File: src/rtl/register.sv
// register: load-enabled storage register with a one-cycle changed strobe.
// Optional parity protection when REGISTER_PARITY_EN is defined.
module register #(
   parameter int               WIDTH       = 32,
   parameter logic [WIDTH-1:0] RESET_VALUE = {WIDTH{1'b0}}
) (
   input  logic             clk,
   input  logic             rst,
   input  logic [WIDTH-1:0] in,
   input  logic             load,
   output logic [WIDTH-1:0] out,
   output logic             changed
`ifdef REGISTER_PARITY_EN
   ,
   output logic             parity_err
`endif
);
   always_ff @(posedge clk or negedge rst)
      if (!rst) begin
         out     <= RESET_VALUE;
         changed <= 1'b0;
      end else begin
         changed <= load && (in != out);
         if (load) out <= in;
      end
`ifdef REGISTER_PARITY_EN
   logic parity_q;
   always_ff @(posedge clk or negedge rst)
      if (!rst) parity_q <= ^RESET_VALUE;
      else if (load) parity_q <= ^in;
   // Any single flipped bit in out or parity_q makes these disagree.
   assign parity_err = (^out) ^ parity_q;
`endif
endmodule

File: config.mk
export PLATFORM = sky130hd
export DESIGN_NAME = register
export DESIGN_NICKNAME = d
export VERILOG_FILES = /design/src/rtl/register.sv
export SDC_FILE = /design/constraint.sdc
export NUM_CORES = 1
export LEC_CHECK = 0
export ABC_AREA = 1
export CELL_PAD_IN_SITES_DETAIL_PLACEMENT = 2
export CELL_PAD_IN_SITES_GLOBAL_PLACEMENT = 2
export CORE_ASPECT_RATIO = 2
export CORE_MARGIN = 2
export CORE_UTILIZATION = 20
export CTS_CLUSTER_DIAMETER = 80
export DETAILED_ROUTE_END_ITERATION = 10
export GPL_TIMING_DRIVEN = 0
export PLACE_DENSITY = 0.76
export SETUP_SLACK_MARGIN = 0.02
export SLEW_MARGIN = 20
export SYNTH_ARGS = -nofsm -noshare
export SYNTH_HDL_FRONTEND = slang
export SYNTH_SLANG_ARGS = --single-unit
File: constraint.sdc
create_clock -name clk -period 1.1 [get_ports clk]
set_clock_uncertainty 0.05 [all_clocks]
set_input_delay 0.165 -clock clk [delete_from_list [all_inputs] [get_ports clk]]
set_output_delay 0.165 -clock clk [all_outputs]
set_load 0.05 [all_outputs]
## Word-level counts from Yosys, hierarchy flattened

Index checks and enable logic that the tools add are counted.

| operators by class | value |
|---|---|
| reduce and logical (&&, ||, !) cells | 1 |
| equality and inequality tests | 1 |

Operators with widths:

| cell | number |
|---|---|
| $ne 32x32->1 | 1 |
| $logic_and 1x1->1 | 1 |

| word-level totals | value |
|---|---|
| bits in registers | 33 |
| bits of input ports | 35 |
| word-level logic and storage cells | 4 |
| output and inout port bits | 33 |

## Depth between registers and ports, before layout

Gate-level depths: netlist of the first run.

| depth | value |
|---|---|
| depth after elaboration | 2 |
| mapped depth | 9 |

## Worst setup path before layout of the first run

OpenSTA, ideal clock, no wires.

| timing path | value |
|---|---|
| path type | register -> register |
| from | register out[17] |
| to | register changed |
| period minus slack after synthesis | 1.393 ns |
| arrival | 1.225 ns |
| buffers on the path | 0 |
| setup slack | -0.293 ns |
| cell stages (with the launch flop) | 10 |
| cell sequence | dfrtp_1 inv_1 nand2_1 nand2_1 nor2_1 nand2_1 nor2_1 nand2_1 nor2_1 nor2_1 |

| on the way | value |
|---|---|
| word-level cells in the longest chain between the ends | 2 |

RTL lines:

| item | RTL line | RTL |
|---|---|---|
| start: declaration | 11 | `output logic [WIDTH-1:0] out,` |
| start signal: assignment | 24 | `if (load) out <= in;` |
| $ne 32x32->1 | 23 | `changed <= load && (in != out);` |
| $logic_and 1x1->1 | 23 |  |
| end signal: assignment | 23 |  |
| end: declaration | 12 | `output logic changed` |

No other way between the ends.
A chain may end at the register's enable or synchronous reset.

## Worst setup path in the final report of the first run

| timing path | value |
|---|---|
| from | register out[6] |
| to | output out[6] |

No word-level cell between the ends.

==> results.txt, run 1 <==
In the layout the commonest cells are 135 x nand2_1, 40 x inv_1, 32 x dfrtp_2, 29 x o21ai_0. The via count of the first global-routing pass was 2,283. The floorplan row count came out at 49. The flip-flop and latch count after synthesis came out at 33. The post-synthesis cell type with the largest combined area is dfrtp_1. Entering global routing, the biggest net connects 29 pins. The width of the die came out at 71.8 um.

The total detailed-routing wirelength is 6630 um. Based on the critical path, the design can be clocked at up to 783 MHz. The cell area that synthesis handed to floorplanning was 0.00184 mm2.

68 I/O pins were placed. The library cell used most frequently in the layout, excluding fill and tap cells, is nand2_1. The overall die height is 140 um.

During synthesis, Yosys emitted a total of 0 warnings. The count of final max-slew check failures is 0. The wire length on met3 came out at 202 um. Once detail routing completed, the nets flagged for antenna violations numbered 0.

The transition time at the pin with the least slew margin is 453 ps. Of the total power, registers draw 0.352. The maximum fanout encountered on the critical timing path is 2. The number of I/O port buffers is 66. The element type at the critical path end is an output port. The H-tree generated during clock tree synthesis spans 2 levels. The worst hold-check path type is input pin to register. The area after detailed placement is 0.00268 mm2. The root buffer cell is clkbuf_16. The worst hold slack after final layout came out at 114 ps.

The final RePlAce weighted congestion is 0.709. The post-layout worst setup margin came out at -178 ps. The nature of the critical path startpoint is a register.

The number of buffers added by the clock tree synthesis step came out at 5. The power share of the combinational group came out at 0.320. In the global route stage, overall resource usage came out at 0.140. Summing over every cut layer, the via total after detailed routing is 2,069.

The number of optimization iterations in the first detailed-route pass came out at 6. Setup repair after global routing could not meet its margin everywhere. The antenna diode count came out at 0. Headroom to the max-slew limit came out at 0.698. The first global-routing pass estimated 10,900 um of wire. The total clock sinks is 33. For this run, the post-layout net count is 409. The register area share after synthesis came out at 0.449.

The part of the total power dissipated in the clock network came out at 0.328. The final cell area excluding filler cells is 0.00304 mm2. The minimum period implied by the final worst setup slack is 1280 ps. The number of setup violations in the final report came out at 11. In the routed layout, each cell is associated on average with a via count of 4.34. TritonCTS built the clock tree. The power density relative to cell area is 1370 mW/mm2. The checks that failed: setup timing.

The switching fraction of total power came out at 0.348. The required time at the endpoint of the critical path came out at 880 ps. The count of filler cells inserted in the layout is 1,069. The die area came out at 0.0100 mm2.

In this run the deepest clock path goes through 2 buffers. In the routed design, unresolved DRC markers number 0. The highest signal layer in the routed design is met4. In the final layout, the share of cells above drive strength 1 is 0.293.

In this run the power spent charging and discharging nets is 1.45 mW. Summed over all layers, the global routing overflow is 0. The flow ran to the end, but the final reports show violations.

The mean post-synth cell area is 6.39 um2. The area of the core is 0.00895 mm2. After the first detailed-routing iteration, the DRC count stood at 51. The final standard cell count with taps included and fillers excluded came out at 477.

The routed length on met2 is 3940 um. Across the run, the number of max-cap violations was 0. The worst hold path was traced through 2 stages. For hold timing, the worst endpoint is out[31]$_DFFE_PN0P_. Clock-pin slew was measured on the worst setup and hold paths at 50 ps. The peak supply drop came out at 1.06 mV.

The latest clock arrival within the worst-skew pair is 280 ps. The launching point of the worst reg2reg path is out[6]$_DFFE_PN0P_. By area the synthesized netlist is led by dfrtp_1 45%, nand2_1 28%, inv_1 12%, o21ai_0 7.9%, nor2_1 4.5%. The instance count after placement with tap cells included is 457. The final count of hold timing violations is 0. The overall power consumption came out at 4.18 mW. The synthesized netlist cell count is 288. For this configuration, the core starts out at a cell density of 0.206.

The setup path with the least slack is of type register to output port. Data on the critical path arrives at its endpoint at 1060 ps. The leakage power summed over all cells is 1.68 nW. The detailed router put a total of 2250 um of wire on met1. The logic depth of the worst register-to-register path came out at 7. The number of antenna violations at the first check in global routing came out at 0.

In the finished design, the share of the clock period the worst path needs comes to 1.16. The critical hold path startpoint is load. Detailed placement ended at an HPWL of 5200 um. Cell internal power was estimated by the tool at 2.72 mW. The register-to-register setup slack is -140 ps. Counting every net in the synthesized netlist gives 323. The netlist uses 8 different library cells. The fraction of post-synthesis cell area in the top cell type by area came out at 0.449.

In this run the critical register-to-register path is captured at changed$_DFF_PN0_. Relative to the synthesized area, the layout overhead comes to 65.3%. The post-detailed-route wirelength per cell came out at 13.9 um.
-- layout make-up --
| cell class | instances | area, um2 | share of cell area |
|---|---|---|---|
| buffer | 7 | 32.5 | 0.0107 |
| clock buffer | 8 | 136 | 0.0448 |
| inverter | 59 | 221 | 0.0728 |
| multi-input combinational | 189 | 768 | 0.252 |
| sequential | 33 | 866 | 0.285 |
| tap | 102 | 128 | 0.0419 |
| timing repair buffer | 79 | 891 | 0.293 |
-- kinds of logic after synthesis --
| kind of cell | after synthesis | synth area share |
|---|---|---|
| xor gates and xnor gates | 3 | 0.0143 |
| AOI/OAI and AO/OA | 29 | 0.0789 |
| and+or+nand+nor | 157 | 0.320 |
| buffers and inverters | 66 | 0.138 |
| DFF | 33 | 0.449 |
-- per-stage QoR --
step	setup slack, ps	utilization	setup TNS [ps]
floorplan	-124	-	-124
global placement	-1290	0.298	-52160
detailed placement	-483	0.300	-9940
CTS	-141	0.325	-485
global route	-248	0.340	-1370
finish	-178	0.340	-987
-- how the worst max path moves through the flow --
stage | startpoint | endpoint | depth (start not counted)
6_report | out[6]$_DFFE_PN0P_ | out[6] | 3
5_1_grt | out[3]$_DFFE_PN0P_ | changed$_DFF_PN0_ | 9
3_5_place_dp | in[15] | changed$_DFF_PN0_ | 10
2_1_floorplan | out[17]$_DFFE_PN0P_ | changed$_DFF_PN0_ | 9
4_1_cts | out[19]$_DFFE_PN0P_ | changed$_DFF_PN0_ | 8
3_3_place_gp | rst | out[15]$_DFFE_PN0P_ | 1
-- registers in the layout, indices dropped and copies added, names as in the netlist --
register,count
out,32
changed,1
-- power by group through the flow --
stage               Combinational (mW)  Clock (mW)  Sequential (mW)
floorplan                        0.308           0             1.84
global placement                  1.17           0             1.46
detailed placement                1.22           0             1.47
CTS                               1.28        1.42             1.47
global route                      1.45        1.46             1.49
finish                            1.34        1.37             1.47
-- repair_timing --
action                                  CTS  global route
endpoints found under the hold margin    33             0
pin swaps                                17             3
buffers inserted                          3             8
endpoints found under the setup margin   34            33
hold buffers                              1             0
resized for setup                       253            23
gates cloned                              0             0
-- cells in the mapped netlist --
| master | count |
|---|---|
| nand2_1 | 135 |
| inv_1 | 59 |
| dfrtp_1 | 33 |
| o21ai_0 | 29 |
| nor2_1 | 22 |
| buf_2 | 5 |
| xor2_1 | 3 |
| clkbuf_1 | 2 |
-- metal layers --
| layer | track usage | up-vias |
|---|---|---|
| met2 | 0.276 | 43 |
| li1 | - | 1000 |
| met1 | 0.133 | 1011 |
| met4 | 0.0695 | 0 |
| met3 | 0.0217 | 15 |
| met5 | 0 | - |
-- worst max-delay path: stages, from the launching register on --
cell and delay [ps]:
dfrtp_2 400, buf_4 130, buf_6 110, buf_8 140
Power figures use the tool's default switching activity.
==> run 2, diff against run 1 <==
ABC_CLOCK_PERIOD_IN_PS = 1100   (was not set)
==> results of run 2 <==
Final layout, timing and power as in run 1 (identical DEF).
